### config.mk
export PLATFORM = sky130hd
export DESIGN_NAME = synapse_bank
export DESIGN_NICKNAME = d
export VERILOG_FILES = /design/src/rtl/snn_pkg.sv /design/src/rtl/synapse_channel.sv /design/src/rtl/synapse_bank.sv
export SDC_FILE = /design/constraint.sdc
export NUM_CORES = 1
export LEC_CHECK = 0
export ABC_AREA = 0
export BUFFER_PORTS_ARGS = -buffer_cell sky130_fd_sc_hd__buf_2
export CAP_MARGIN = 5
export CORE_UTILIZATION = 45
export CTS_CLUSTER_DIAMETER = 40
export DETAILED_ROUTE_END_ITERATION = 12
export GPL_ROUTABILITY_DRIVEN = 0
export SYNTH_ARGS = -nofsm -noshare
export SYNTH_HDL_FRONTEND = slang
export SYNTH_SLANG_ARGS = --single-unit
### constraint.sdc
create_clock -name i_clk -period 15.55 [get_ports i_clk]
set_input_delay 1.555 -clock i_clk [delete_from_list [all_inputs] [get_ports i_clk]]
set_output_delay 1.555 -clock i_clk [all_outputs]
set_load 0.01 [all_outputs]
### src/rtl/snn_pkg.sv
// Shared width arithmetic and packed-bus helpers for the spiking-synapse blocks.
// Everything here is elaboration-time only; no logic is generated.
package snn_pkg;

    localparam int MAX_DW = 62;

    function automatic int calc_dw(input int width, input int resbit, input int spike_num);
        return width + resbit + spike_num;
    endfunction

    // One extra bit beyond log2(channels) keeps the signed sum overflow-free.
    function automatic int calc_sw(input int dw, input int channels);
        return dw + $clog2(channels) + 1;
    endfunction

    function automatic int calc_cw(input int tick_div);
        return (tick_div > 1) ? $clog2(tick_div) : 1;
    endfunction

    function automatic int slice_lo(input int idx, input int slice_width);
        return idx * slice_width;
    endfunction

    function automatic logic [MAX_DW-1:0] sat_const(input int dw);
        return (MAX_DW'(1) << dw) - MAX_DW'(1);
    endfunction

endpackage

### src/rtl/synapse_channel.sv
// One PSP accumulator: spike edge detect, geometric decay on tick, weighted add,
// saturation at full scale.
module synapse_channel
    import snn_pkg::*;
#(
    parameter int p_width       = 6,
    parameter int p_resbit      = 10,
    parameter int p_spike_num   = 2,
    parameter int p_decay_shift = 4,
    localparam int DW           = calc_dw(p_width, p_resbit, p_spike_num)
) (
    input  logic               i_clk,
    input  logic               i_rst,
    input  logic               i_tick,
    input  logic               i_event,
    input  logic [p_width-1:0] i_weight,
    output logic [DW-1:0]      o_psp,
    output logic               o_active
);

    localparam logic [DW-1:0] SAT = DW'(sat_const(DW));

    logic [DW-1:0] state_q;
    logic [DW-1:0] state_d;
    logic          event_q;
    logic          spk;
    logic [DW:0]   shifted;
    logic [DW:0]   decay;
    logic [DW:0]   add;
    logic [DW:0]   total;

    assign spk = i_event & ~event_q;

    // Decay is taken before the add so the subtraction can never go negative;
    // the one-LSB floor guarantees a nonzero PSP always drains to zero.
    always_comb begin
        shifted = {1'b0, state_q} >> p_decay_shift;
        decay   = '0;
        if (i_tick) begin
            decay = shifted;
            if (shifted == '0 && state_q != '0) begin
                decay = (DW+1)'(1);
            end
        end
        add = '0;
        if (spk) begin
            add = (DW+1)'(i_weight) << p_resbit;
        end
        total   = {1'b0, state_q} - decay + add;
        state_d = total[DW] ? SAT : total[DW-1:0];
    end

    always_ff @(posedge i_clk or posedge i_rst) begin
        if (i_rst) begin
            state_q <= '0;
            event_q <= 1'b0;
        end else begin
            state_q <= state_d;
            event_q <= i_event;
        end
    end

    assign o_psp    = state_q;
    assign o_active = |state_q;

endmodule

### src/rtl/synapse_bank.sv
// Bank of independent synapse channels sharing one decay tick, with a signed
// excitatory/inhibitory sum of all PSPs for the downstream neuron.
module synapse_bank
    import snn_pkg::*;
#(
    parameter int p_channels    = 4,
    parameter int p_width       = 6,
    parameter int p_resbit      = 10,
    parameter int p_spike_num   = 2,
    parameter int p_decay_shift = 4,
    parameter int p_tick_div    = 4,
    localparam int DW           = calc_dw(p_width, p_resbit, p_spike_num),
    localparam int SW           = calc_sw(DW, p_channels)
) (
    input  logic                          i_clk,
    input  logic                          i_rst,
    input  logic                          i_enable,
    input  logic [p_channels-1:0]         i_event,
    input  logic [p_channels*p_width-1:0] i_weight,
    input  logic [p_channels-1:0]         i_inhib,
    output logic                          o_sync,
    output logic [p_channels*DW-1:0]      o_do,
    output logic [p_channels-1:0]         o_active,
    output logic signed [SW-1:0]          o_sum
);

    localparam int            CW       = calc_cw(p_tick_div);
    localparam logic [CW-1:0] CNT_LAST = CW'(p_tick_div - 1);

    logic [CW-1:0]        cnt_q;
    logic                 tick;
    logic [DW-1:0]        psp [p_channels];
    logic signed [SW-1:0] sum_d;

    assign tick = i_enable && (cnt_q == CNT_LAST);

    always_ff @(posedge i_clk or posedge i_rst) begin
        if (i_rst) begin
            cnt_q <= '0;
        end else if (i_enable) begin
            if (cnt_q == CNT_LAST) begin
                cnt_q <= '0;
            end else begin
                cnt_q <= cnt_q + CW'(1);
            end
        end
    end

    for (genvar c = 0; c < p_channels; c++) begin : g_ch
        synapse_channel #(
            .p_width       (p_width),
            .p_resbit      (p_resbit),
            .p_spike_num   (p_spike_num),
            .p_decay_shift (p_decay_shift)
        ) u_channel (
            .i_clk    (i_clk),
            .i_rst    (i_rst),
            .i_tick   (tick),
            .i_event  (i_event[c]),
            .i_weight (i_weight[slice_lo(c, p_width) +: p_width]),
            .o_psp    (psp[c]),
            .o_active (o_active[c])
        );

        assign o_do[slice_lo(c, DW) +: DW] = psp[c];
    end

    // PSPs are zero-extended before negation, so inhibitory terms are exact.
    always_comb begin
        sum_d = '0;
        for (int c = 0; c < p_channels; c++) begin
            if (i_inhib[c]) begin
                sum_d = sum_d - signed'(SW'(psp[c]));
            end else begin
                sum_d = sum_d + signed'(SW'(psp[c]));
            end
        end
    end

    always_ff @(posedge i_clk or posedge i_rst) begin
        if (i_rst) begin
            o_sync <= 1'b0;
            o_sum  <= '0;
        end else begin
            o_sync <= tick;
            o_sum  <= sum_d;
        end
    end

endmodule

Word level (Yosys, flattened, before mapping)
Index checks and enable logic that the tools add are counted.
{ "word_totals": {"input_bits": 35, "out_inout_bits": 98, "reg_bits": 100, "wordCells": 74} }
{ "classes": {"bitwise_logic": 8, "n_eq_ne": 1, "muxes": 21, "reduce_logical": 17, "addsub": 16} }
{ "op_table": {"columns": ["op", "count"], "rows": [
  ["two-way mux 14 bit", 8],
  ["two-way mux 21 bit", 4],
  ["adder 19 x 16 -> 19 bit", 4],
  ["logical NOT 19 bit", 4],
  ["subtractor 18 x 19 -> 19 bit", 4],
  ["two-way mux 18 bit", 4],
  ["nonzero test 18 bit", 4],
  ["OR reduction 18 bit", 4],
  ["two-way mux 16 bit", 4],
  ["adder 21 x 19 -> 21 bit", 3],
  ["subtractor 21 x 19 -> 21 bit", 3],
  ["subtractor 1 x 18 -> 19 bit, first input constant", 1],
  ["logical AND 1 bit", 5],
  ["AND 1 bit", 4],
  ["NOT 1 bit", 4],
  ["adder 2 x 1 -> 2 bit, second input constant", 1],
  ["== test 2 bit, second input constant", 1],
  ["two-way mux 2 bit", 1]
]} }

Logic depth before layout (Yosys ltp)
Gate-level depths: netlist of the first run.
{ "logic_depth": {"word_depth": 8, "mapped_depth": 30, "ltp_nobuf": 30} }

Hierarchy
A second synthesis of the first run with hierarchy kept.
{ "hier_totals": {"cells_unflattened": 1562, "hier_area_um2": 12761.0} }
{ "by_module_without_submodules": {"columns": ["mod", "instances", "area_per_inst_um2", "seq_area_each_um2", "cells_per_inst"], "rows": [
  ["synapse_channel (g_ch[1].u_channel ...)", 3, 1959.4, 475.5, 230],
  ["synapse_bank", 1, 4953.5, 600.6, 652],
  ["synapse_channel (g_ch[0].u_channel)", 1, 1929.4, 475.5, 220]
]} }

Worst setup path before layout of the first run
Ideal clock, no wire load.
{ "synth_timing": {"kind": "input port to flip-flop", "start": "input i_inhib[0]", "end": "register o_sum[19]", "t_arrival_ps": 6445, "required_ps": 15470, "n_path_buf": 2, "path_slack_ps": 9025, "setup_ps": 80, "stages": 27, "cell_sequence": "buf_6 -> clkbuf_1 -> o21a_1 -> inv_1 -> ha_1 -> nor2b_1 -> o21ai_0 -> a21boi_1 -> o21ai_0 -> nand2b_1 -> a31oi_1 -> o21bai_1 -> a21oi_1 -> xnor2_1 -> ha_1 -> nand2_1 -> a211oi_1 -> a221oi_1 -> o31a_1 -> a21boi_0 -> ha_1 -> nand2_1 -> o21ai_0 -> a41o_1 -> o41a_1 -> a221oi_1 -> xnor2_1"} }
{ "synth_via": {"elab_chain_cells": 7, "elab_cells_between_ends": 10, "cone_classes": "add/sub (6); mux (4)"} }
{ "synth_rtl": {"columns": ["item", "line_no", "source"], "rows": [
  ["start, declared", "synapse_bank.sv:20", "input logic [p_channels-1:0] i_inhib,"],
  ["two-way mux 21 bit *", "synapse_bank.sv:72", "if (i_inhib[c]) begin"],
  ["adder 21 x 19 -> 21 bit or subtractor 21 x 19 -> 21 bit (tied branches)", "synapse_bank.sv:75, synapse_bank.sv:73", null],
  ["two-way mux 21 bit *", "synapse_bank.sv:72", null],
  ["adder 21 x 19 -> 21 bit or subtractor 21 x 19 -> 21 bit (tied branches)", "synapse_bank.sv:75, synapse_bank.sv:73", null],
  ["two-way mux 21 bit *", "synapse_bank.sv:72", null],
  ["adder 21 x 19 -> 21 bit or subtractor 21 x 19 -> 21 bit (tied branches)", "synapse_bank.sv:75, synapse_bank.sv:73", null],
  ["two-way mux 21 bit *", "synapse_bank.sv:72", null],
  ["via sum_d[19]", "synapse_bank.sv:33", "logic signed [SW-1:0] sum_d;"],
  ["end signal, assigned", "synapse_bank.sv:86", "o_sum <= sum_d;"],
  ["end, declared", "synapse_bank.sv:24", "output logic signed [SW-1:0] o_sum"]
]} }
Mark *: on every way through the listed nets, which the timed path passes. The rest lies on a longest branch.
A chain may end at the register's enable or synchronous reset.

Worst setup path after layout of the first run
{ "layout_timing": {"start": "input i_inhib[1]", "end": "register o_sum[19]"} }
{ "layout_via": {"elab_chain_cells": 5, "elab_cells_between_ends": 7, "cone_classes": "add/sub (4); mux (3)"} }
{ "layout_rtl": {"columns": ["item", "line_no"], "rows": [
  ["two-way mux 21 bit *", "synapse_bank.sv:72"],
  ["adder 21 x 19 -> 21 bit or subtractor 21 x 19 -> 21 bit (tied branches)", "synapse_bank.sv:75, synapse_bank.sv:73"],
  ["two-way mux 21 bit *", "synapse_bank.sv:72"],
  ["adder 21 x 19 -> 21 bit or subtractor 21 x 19 -> 21 bit (tied branches)", "synapse_bank.sv:75, synapse_bank.sv:73"],
  ["two-way mux 21 bit *", "synapse_bank.sv:72"],
  ["via sum_d[19]", "synapse_bank.sv:33"]
]} }
Marked as above.

==> results of run 1 <==
[per-stage QoR]
step / util, % / hold WS [ns] / setup WS [ns] / std cells / cell area [µm²]
after CTS: 50.6 / 0.489 / 8.76 / 1915 / 13200
final: 50.6 / 0.482 / 8.68 / 1915 / 13200
after detailed placement: 49.5 / 0.478 / 8.42 / 1899 / 12900
after global placement: 49.5 / 0.472 / 8.48 / 1899 / 12900
after floorplan: - / 0.457 / 9.03 / 1452 / 11900
after global routing: 50.6 / 0.521 / 8.30 / 1915 / 13200
[per-layer routing]
layer | GRT usage [%] | share of wire (%) | up-vias | wire [µm]
met1 | 32.1 | 50 | 4918 | 14900
met3 | 2.41 | 3.6 | 17 | 1080
met4 | 4.75 | 0.97 | 0 | 290
met2 | 37.0 | 46 | 181 | 13700
met5 | 0 | 0 | - | 0
li1 | - | - | 5283 | -
[placed cells by master (no fill, tap or decap), types with 8 or more instances in the layout]
cell / instances
o21bai_1: 12
o21ai_0: 54
o21a_1: 13
nor2b_1: 26
o211ai_1: 11
nor4_1: 8
nand3_1: 22
buf_2: 132
nor3_1: 39
nand2_1: 168
and4_1: 10
and3_1: 11
or3_1: 9
nor3b_1: 9
nand4_1: 16
a21o_1: 33
clkbuf_16: 9
and2_1: 9
o21ai_1: 21
o2111ai_1: 12
a31oi_1: 18
nand2b_1: 35
nor2_1: 109
a21oi_1: 85
inv_1: 141
ha_1: 185
fa_1: 23
xor2_1: 28
dfrtp_1: 100
xnor2_1: 131
[flip-flops by register name, indices dropped and copies added, names as in the netlist]
register,cells
o_sum,21
cnt_q,2
g_ch.u_channel.o_psp,72
g_ch.u_channel.event_q,4
o_sync,1
[logic make-up (layout without fill, tap and decap cells)]
family | count (synthesis) | after routing | synth area share (%)
AOI/OAI and AO/OA | 315 | 315 | 17.0
and+or+nand+nor | 491 | 491 | 20.1
DFF | 100 | 100 | 21.1
buffers and inverters | 169 | 297 | 5.76
xor gates and xnor gates | 164 | 164 | 12.3
muxes | 5 | 5 | 0.453
adders and majority gates | 208 | 208 | 23.4
[final timing paths]
check,startpoint,endpoint,cells past startpoint
worst max-delay path,i_inhib[1],o_sum[19]$_DFF_PP0_,26
worst min-delay path,cnt_q[0]$_DFFE_PP0P_,cnt_q[0]$_DFFE_PP0P_,1
worst max register to register,g_ch[0].u_channel.o_psp[2]$_DFF_PP0_,o_sum[20]$_DFF_PP0_,23
worst min register to register,cnt_q[0]$_DFFE_PP0P_,cnt_q[0]$_DFFE_PP0P_,1
max in group asynchronous,i_rst,g_ch[2].u_channel.o_psp[13]$_DFF_PP0_,3
min in group asynchronous,i_rst,g_ch[1].u_channel.o_psp[17]$_DFF_PP0_,2
[cell type report]
type / instances / area [µm²] / share of cell area (%)
well taps: 335 / 419 / 3.19
flip-flops and latches: 100 / 2500 / 19.0
clock inverters: 6 / 63.8 / 0.485
multi-input cells: 1183 / 8710 / 66.2
repair buffers: 135 / 683 / 5.19
clock buffers: 10 / 229 / 1.74
inverters: 146 / 551 / 4.18
[worst max-delay path: stages]
cell and delay (ns):
buf_2 0.29, mux2_2 0.40, inv_1 0.06, ha_1 0.21, nor2b_1 0.13, o21ai_0 0.21, a21boi_1 0.12, o21ai_0 0.15
nand2b_1 0.10, a31oi_1 0.44, o21bai_1 0.11, a21oi_1 0.19, xnor2_1 0.09, ha_1 0.36, nand2_1 0.09, a211oi_1 0.05
a221oi_1 0.55, o31a_1 0.24, a21boi_0 0.21, ha_1 0.30, nand2_1 0.10, o21ai_0 0.10, a41o_1 0.25, o41a_1 0.35
a221oi_1 0.33, xnor2_1 0.16
==> results by group, run 1 <==
Run status
  – Outcome: finished, final reports clean

GRT
  – First-pass GRT wire length: approximately 49,000 µm
  – Largest net degree at the start of global routing: 54
  – Grt ovf: 0
  – Initial antenna violation count: 0
  – Gr usage total: between 20% and 30%
  – Vias in the first global route: ~9,700

Place
  – Port Buf Inserts: 132
  – DP Wirelength: 24,100 µm

Die
  – # IOs: 133
  – Rows: 59
  – Core area: around 26,000 µm²
  – Starting Density: between 40% and 50%
  – Die Area: 27,000 µm²
  – Die Y: around 160 µm
  – Die X: about 160 µm

Route
  – DR DRC count: 0
  – Wire per inst: approximately 16 µm
  – Via count: approximately 10,000
  – Vias per inst: between 5 and 6
  – Detailed Route WL: approximately 30,000 µm
  – Post-route ant nets: 0
  – Detailed Routing Iterations Pass 1: 5
  – DRT iter0 DRCs: between 600 and 700

Worst setup path
  – Reg2reg setup slack: roughly 9.3 ns
  – CP Capture Type: flip-flop
  – Arr. time, crit path: between 7 and 8 ns
  – Worst Setup Start Kind: primary input
  – Crit path kind: in2reg
  – Critical Path RT: between 15 and 20 ns
  – Worst Path Max Fanout: 19

Logic synthesis
  – Post-synth top area share: between 20% and 30%
  – Post-synthesis async set-or-reset flop share: 100%
  – Mapped Area: approximately 12,000 µm²
  – Avg Cell Area, Syn: roughly 8.2 µm²
  – Netlist cell types: 66
  – Post-Syn Nets: about 1,700
  – Area leader, netlist: dfrtp_1
  – Post-synth EDFFs: 0
  – Post-synthesis sequential area ratio: 21.1%
  – Post-synthesis instance total: 1,452
  – Most used DFF post-synth: dfrtp_1
  – Top post-synthesis cells by area: dfrtp_1 (21%), ha_1 (19%), xnor2_1 (9.9%), nand2_1 (5.3%), inv_1 (4.5%)
  – Count leader, synth: ha_1
  – Synth warnings: 0
  – Synth Register Bits: 100
  – Post-synth top cells: ha_1 (185), nand2_1 (168), inv_1 (142), xnor2_1 (134), nor2_1 (109)

STA
  – Fin crit share: roughly 44%
  – Min Tclk post-route: 6.87 ns
  – Slew @ Worst Pin: about 1.0 ns
  – Rel. slew slack: 29.9%
  – Setup_tns: 0 ns
  – Final setup viols: 0
  – Max-slew violations: 0
  – Clock skew: around 0.017 ns
  – Unrepaired setup endpoints after global routing: false
  – Max Freq: around 0.15 GHz
  – Final hold violation count: 0

CTS
  – H-tree Lvls: 3
  – Postcts setup bufs: 0
  – Hold_buf cts: 0
  – CTS max path bufs: 2
  – CTS tree: yes
  – Post_cts resized: 0
  – Worst skew pair latency: 0.37 ns
  – TritonCTS buffer count: 9
  – Root Driver: clkbuf_16
  – Worst-path clk slew: 0.07 ns
  – Clk sinks: 100

Finish
  – Layout area overhead: 10.8%
  – Fillers: around 2,600
  – Final net count: around 1,800
  – # diodes: 0
  – Share of layout cells above drive strength 1: 11.5%

Run
  – Max_cap viols: 0

Min path
  – Tightest Hold Check Type: reg2reg
Power of run 1 is not shown: default switching activity piles up to over one toggle a cycle in this logic, so the estimate is an artifact.
==> run 2: changes to the inputs <==
==> constraint.sdc (replaced) <==
create_clock -name i_clk -period 6.7 [get_ports i_clk]
set_input_delay 0.67 -clock i_clk [delete_from_list [all_inputs] [get_ports i_clk]]
set_output_delay 0.67 -clock i_clk [all_outputs]
set_load 0.01 [all_outputs]
==> run 2 against run 1 <==
Critical path depth down 2. Cell count is 0.26% higher. Clock skew shrank 0.0028 ns. Sequential cell count stayed put. Highest routed layer unchanged. Clock-buffer cell count up 1. Die area unchanged. Worst hold slack got worse by 0.091 ns. Via count increased by 0.29%. Global-route usage increased by 0.38 points. Non-clock buffer count up 5. Worst setup slack got worse by 8.1 ns. Sequential share of layout area down 0.052 points.
==> results by group, run 2 (synthesis results as in run 1) <==
Die
  – Rows: 59
  – Core area: 26,000 µm²
  – Die Y: roughly 160 µm
  – Die X: around 160 µm
  – # IOs: approximately 130
  – Starting Density: 45.7%
  – Die Area: roughly 27,000 µm²

GRT
  – First-pass GRT wire length: slightly below 50,000 µm
  – Largest net degree at the start of global routing: 52
  – Initial antenna violation count: 0
  – Vias in the first global route: 10,100
  – Gr usage total: about 23%
  – Grt ovf: 0

Place
  – DP Wirelength: approximately 24,000 µm
  – DP Area: 12,900 µm²
  – Port Buf Inserts: 132

Worst setup path
  – Cell mode on critical path: ha_1
  – Worst path depth: 24
  – Critical-path cell list: inv_1, ha_1, or3b_4, or4_4, o41ai_1, xnor2_1, ha_1, a2111oi_0, inv_2, or3_1, inv_1, o211ai_1, a211o_1, nand3_1, ha_1, nand2b_1, nor3_1, a2111oi_0, nand3_1, ha_1, a21o_1, a21oi_1, a21oi_1, xnor2_1
  – Worst Setup Start Kind: flip-flop
  – Arr. time, crit path: ~6.4 ns
  – Reg2Reg Depth: 24
  – CP Capture Type: flip-flop
  – CP max stage delay: just under 0.8 ns
  – Worst Path Max Fanout: 6
  – Crit path kind: reg2reg
  – Cell family with most CP delay: compound AO/OA/AOI/OAI gates
  – Slowest-stage cell, CP: a2111oi_0
  – Buf+Inv Stages, Crit Path: 3
  – Critical Path RT: 6.95 ns

Route
  – Met3 wire length: 1120 µm
  – Top Layer Used: met4
  – Detailed Route WL: a little under 30,000 µm
  – WL met2: 13,700 µm
  – Detailed Routing Iterations Pass 1: 5
  – Vias per inst: ~5.4
  – Via count: between 10,000 and 15,000
  – Wire per inst: between 15 and 20 µm
  – Post-route ant nets: 0
  – Met1 wire length: approximately 15,000 µm
  – DR DRC count: 0
  – DRT iter0 DRCs: roughly 640

Finish
  – Layout area overhead: 11.1%
  – Share of layout cells above drive strength 1: between 10% and 20%
  – Final net count: ~1,800
  – Most common cell after layout, fill and taps aside: ha_1
  – Most frequent cells in the layout: ha_1 (185), nand2_1 (168), inv_1 (141)
  – Design area: around 13,000 µm²
  – Max FFs per register: 72
  – # diodes: 0

STA
  – Setup_tns: 0 ns
  – Rel. slew slack: a little over two fifths
  – Final setup viols: 0
  – Clock skew: about 0.014 ns
  – Unrepaired setup endpoints after global routing: false
  – Slew @ Worst Pin: 0.854 ns
  – Max-slew violations: 0
  – Min Tclk post-route: about 6.1 ns
  – Max Freq: 0.164 GHz
  – Final hold violation count: 0
  – Fin crit share: a little over 90%

CTS
  – CTS tree: yes
  – Worst skew pair latency: roughly 0.36 ns
  – TritonCTS buffer count: 9
  – Root Driver: clkbuf_16
  – H-tree Lvls: 3
  – Hold_buf cts: 0
  – Postcts setup bufs: 0
  – Worst-path clk slew: ~0.070 ns
  – Post_cts resized: 0
  – CTS max path bufs: 2
  – Clk sinks: 100

Min path
  – Tightest Hold Check Type: in2async

Run status
  – Outcome: finished, final reports clean

Run
  – Max_cap viols: 0
-- run 2: cell types whose count changed in the layout (fill, tap and decap cells not counted) --
cell and change:
clkbuf_8 +1, xnor2_1 +3, clkinv_2 -1, xnor2_2 -3
buf_12 +1, buf_4 +4
-- run 2: per-stage QoR --
stage | std cells | utilization, % | hold WS [ns] | setup slack (ns)
2_1_floorplan | 1452 | - | 0.457 | 1.06
3_3_place_gp | 1904 | 49.6 | 0.473 | 0.690
3_5_place_dp | 1904 | 49.6 | 0.481 | 0.596
4_1_cts | 1920 | 50.8 | 0.404 | 0.593
5_1_grt | 1920 | 50.8 | 0.403 | 0.122
6_report | 1920 | 50.8 | 0.390 | 0.593
-- run 2: final timing paths --
path,startpoint,end,slack [ns]
max in group asynchronous,i_rst,g_ch[0].u_channel.o_psp[1]$_DFF_PP0_,5.15
setup / recovery,g_ch[0].u_channel.o_psp[0]$_DFF_PP0_,o_sum[20]$_DFF_PP0_,0.59
min in group i_clk,i_event[3],g_ch[3].u_channel.event_q$_DFF_PP0_,0.42
hold / removal,i_rst,o_sum[20]$_DFF_PP0_,0.39
setup reg to reg,g_ch[0].u_channel.o_psp[0]$_DFF_PP0_,o_sum[20]$_DFF_PP0_,0.59
hold reg to reg,cnt_q[0]$_DFFE_PP0P_,cnt_q[0]$_DFFE_PP0P_,0.49
-- run 2: worst reg2reg max path, stage by stage, from the launching register on --
cell and delay [ns]:
dfrtp_1 0.41, inv_1 0.13, ha_1 0.19, or3b_4 0.40, or4_4 0.47, o41ai_1 0.41
xnor2_1 0.15, ha_1 0.25, a2111oi_0 0.77, inv_2 0.12, or3_1 0.34, inv_1 0.06
o211ai_1 0.12, a211o_1 0.28, nand3_1 0.08, ha_1 0.29, nand2b_1 0.13, nor3_1 0.05
a2111oi_0 0.38, nand3_1 0.13, ha_1 0.35, a21o_1 0.18, a21oi_1 0.11, a21oi_1 0.06
xnor2_1 0.13
-- run 2: area by class of cell --
cell class | count | area [µm²]
flip-flops and latches | 100 | 2500
inverters | 146 | 551
well taps | 335 | 419
multi-input cells | 1183 | 8690
repair buffers | 140 | 733
clock buffers | 11 | 243
clock inverters | 5 | 58.8
fillers | 2574 | 12800
-- run 2: routing by layer --
metal / vias up / track usage (%)
met4: 0 / 4.88
met2: 192 / 38.3
met3: 19 / 2.94
met1: 4910 / 31.8
li1: 5308 / -
met5: - / 0
Power of run 2 is left out for the same reason.
==> run 3: changes to the inputs <==
--- a/config.mk
+++ b/config.mk
@@ -5,13 +5,15 @@
 export SDC_FILE = /design/constraint.sdc
 export NUM_CORES = 1
 export LEC_CHECK = 0
-export ABC_AREA = 0
+export ABC_AREA = 1
 export BUFFER_PORTS_ARGS = -buffer_cell sky130_fd_sc_hd__buf_2
 export CAP_MARGIN = 5
 export CORE_UTILIZATION = 45
+export CTS_BUF_LIST = sky130_fd_sc_hd__clkbuf_2
 export CTS_CLUSTER_DIAMETER = 40
 export DETAILED_ROUTE_END_ITERATION = 12
 export GPL_ROUTABILITY_DRIVEN = 0
+export PLACE_DENSITY = 0.75
 export SYNTH_ARGS = -nofsm -noshare
 export SYNTH_HDL_FRONTEND = slang
 export SYNTH_SLANG_ARGS = --single-unit
==> run 3 against run 2 <==
Synthesized area grew 12%. Fmax grew 7.4%. Critical path depth grew 4. Non-clock buffer count shrank 4. Global-route usage grew 0.96 points. Routed wire length grew 22%. Clock skew grew 0.040 ns. Worst hold slack lost 0.33 ns. Clock-buffer cell count shrank 2.
==> results by group, run 3 <==
Worst setup path
  – Slowest-stage cell, CP: dfrtp_1
  – CP Capture Type: flip-flop
  – Worst Path Max Fanout: 6
  – Arr. time, crit path: approximately 6.3 ns
  – CP max stage delay: roughly 0.46 ns
  – Critical Path RT: 7.27 ns
  – Worst Setup Start Kind: flip-flop
  – Cell mode on critical path: ha_1
  – Crit path kind: reg2reg

Logic synthesis
  – Avg Cell Area, Syn: approximately 7.3 µm²
  – Post-synth top cells: nand2_1 (334), inv_1 (261), ha_1 (185), nor2_1 (144), nand3_1 (126)
  – Post-Syn Nets: 2,061
  – Synth Register Bits: 100
  – Post-synthesis sequential area ratio: a little under a fifth
  – Synth warnings: 0
  – Top post-synthesis cells by area: dfrtp_1 (19%), ha_1 (17%), nand2_1 (9.4%), xor2_1 (8.0%), inv_1 (7.4%)
  – Netlist cell types: 50
  – Mapped Area: about 13,000 µm²
  – Count leader, synth: nand2_1
  – Area leader, netlist: dfrtp_1
  – Post-synth EDFFs: 0
  – Most used DFF post-synth: dfrtp_1
  – Post-synthesis instance total: 1,818
  – Post-synthesis async set-or-reset flop share: 100%
  – Post-synth top area share: between 10% and 20%

Finish
  – Design area: 14,500 µm²
  – Max FFs per register: 72
  – Layout area overhead: 8.82%
  – Most frequent cells in the layout: nand2_1 (334), inv_1 (260), ha_1 (185)
  – Fillers: 2,838
  – Register area: 2500 µm²
  – Multi-input logic area: 9650 µm²
  – Most common cell after layout, fill and taps aside: nand2_1
  – Final net count: roughly 2,200
  – Share of layout cells above drive strength 1: a little over an eighth

Die
  – # IOs: around 130
  – Die Area: a little over 30,000 µm²
  – Core area: ~29,000 µm²
  – Die X: ~170 µm
  – Starting Density: ~46%
  – Rows: 62
  – Die Y: roughly 170 µm

Route
  – Detailed Routing Iterations Pass 1: 9
  – Via count: 12,700
  – Wire per inst: approximately 15 µm
  – Detailed Route WL: between 30,000 and 40,000 µm
  – DRT iter0 DRCs: between 900 and 1,000
  – DR DRC count: 0
  – Vias per inst: around 5.5
  – Post-route ant nets: 0

CTS
  – Worst-path clk slew: between 0.3 and 0.4 ns
  – Clk sinks: 100
  – H-tree Lvls: 3
  – CTS max path bufs: 2
  – Worst skew pair latency: 0.70 ns
  – Root Driver: clkbuf_2
  – Post_cts resized: 0
  – CTS tree: yes
  – TritonCTS buffer count: 9

GRT
  – Largest net degree at the start of global routing: 63
  – First-pass GRT wire length: roughly 60,000 µm
  – Initial antenna violation count: 2
  – Grt ovf: 0
  – Vias in the first global route: between 10,000 and 15,000
  – Gr usage total: a little under a quarter

STA
  – Fin crit share: a little over four fifths
  – Final hold violation count: 0
  – Unrepaired setup endpoints after global routing: false
  – Final setup viols: 0
  – Slew @ Worst Pin: 0.864 ns
  – Max Freq: approximately 0.18 GHz
  – Setup_tns: 0 ns
  – Clock skew: around 0.054 ns
  – Rel. slew slack: roughly 42%
  – Min Tclk post-route: 5.69 ns
  – Max-slew violations: 0

Place
  – Port Buf Inserts: between 100 and 150
  – DP Wirelength: approximately 30,000 µm
  – DP Area: 14,300 µm²

Run
  – Max_cap viols: 0

Min path
  – Tightest Hold Check Type: in2reg

Run status
  – Outcome: finished, final reports clean
-- run 3: changes by cell type after synthesis, sizes merged, moves of 47 or more --
cell / before / now
a21oi: 85 / 132
inv: 146 / 267
nand2: 168 / 348
xor2: 28 / 122
nand3: 22 / 138
nor2: 109 / 165
xnor2: 135 / 47
-- run 3: critical path, delay by kind of cell (launching register included) --
| family | cells | cell delay (ns) |
|---|---|---|
| and+or+nand+nor | 9 | 0.88 |
| DFF | 1 | 0.46 |
| adders and majority gates | 4 | 1.24 |
| buffers and inverters | 2 | 0.16 |
| AOI/OAI and AO/OA | 10 | 2.22 |
| xor gates and xnor gates | 3 | 0.63 |
-- run 3: cell type report --
class	count	share of cell area, %
inverter	267	6.93
timing repair buffer	136	4.78
sequential	100	17.3
clock inverter	6	0.768
clock buffer	9	0.311
multi-input combinational	1428	66.6
antenna	3	0.0518
tap	384	3.31
-- run 3: final timing paths --
path	startpoint	end	slack, ns	depth (start not counted)
max	g_ch[1].u_channel.o_psp[0]$_DFF_PP0_	o_sum[20]$_DFF_PP0_	1.01	28
min	i_event[1]	g_ch[1].u_channel.event_q$_DFF_PP0_	0.06	1
max reg2reg	g_ch[1].u_channel.o_psp[0]$_DFF_PP0_	o_sum[20]$_DFF_PP0_	1.01	28
min reg2reg	cnt_q[0]$_DFFE_PP0P_	cnt_q[0]$_DFFE_PP0P_	0.56	1
max in group asynchronous	i_rst	o_sum[4]$_DFF_PP0_	4.87	4
min in group asynchronous	i_rst	g_ch[1].u_channel.o_psp[7]$_DFF_PP0_	0.52	3
-- run 3: cells by family after synthesis --
logic type      synth area share, %
simple gates                   26.8
compound gates                 13.6
buf+inv                        8.76
fa+ha+maj                      20.8
xor+xnor                       11.1
flops                          18.8
mux                          0.0845
-- run 3: through the flow --
stage / hold slack, ns / setup WS, ns / cells / utilization, %
floorplan: 0.473 / 1.79 / 1818 / -
global placement: 0.484 / 1.11 / 2314 / 49.5
detailed placement: 0.499 / 1.03 / 2314 / 49.5
CTS: 0.0209 / 1.13 / 2330 / 50.1
global route: 0.0101 / 0.465 / 2333 / 50.1
finish: 0.0567 / 1.01 / 2333 / 50.1
-- run 3: repair_timing --
action | 4_1_cts | 5_1_grt
endpoints found under the setup margin | 0 | 0
hold endpoints to repair | 30 | 0
hold buffers | 1 | 0
buffers inserted | 0 | 0
-- run 3: layer usage --
layer	up-vias	global-route usage [%]	part of all wire [%]
met3	69	2.97	5.5
met1	5939	32.5	46
met2	415	39.5	46
li1	6294	-	-
met4	0	7.64	2.3
met5	-	0	0
Power of run 3 is left out for the same reason.
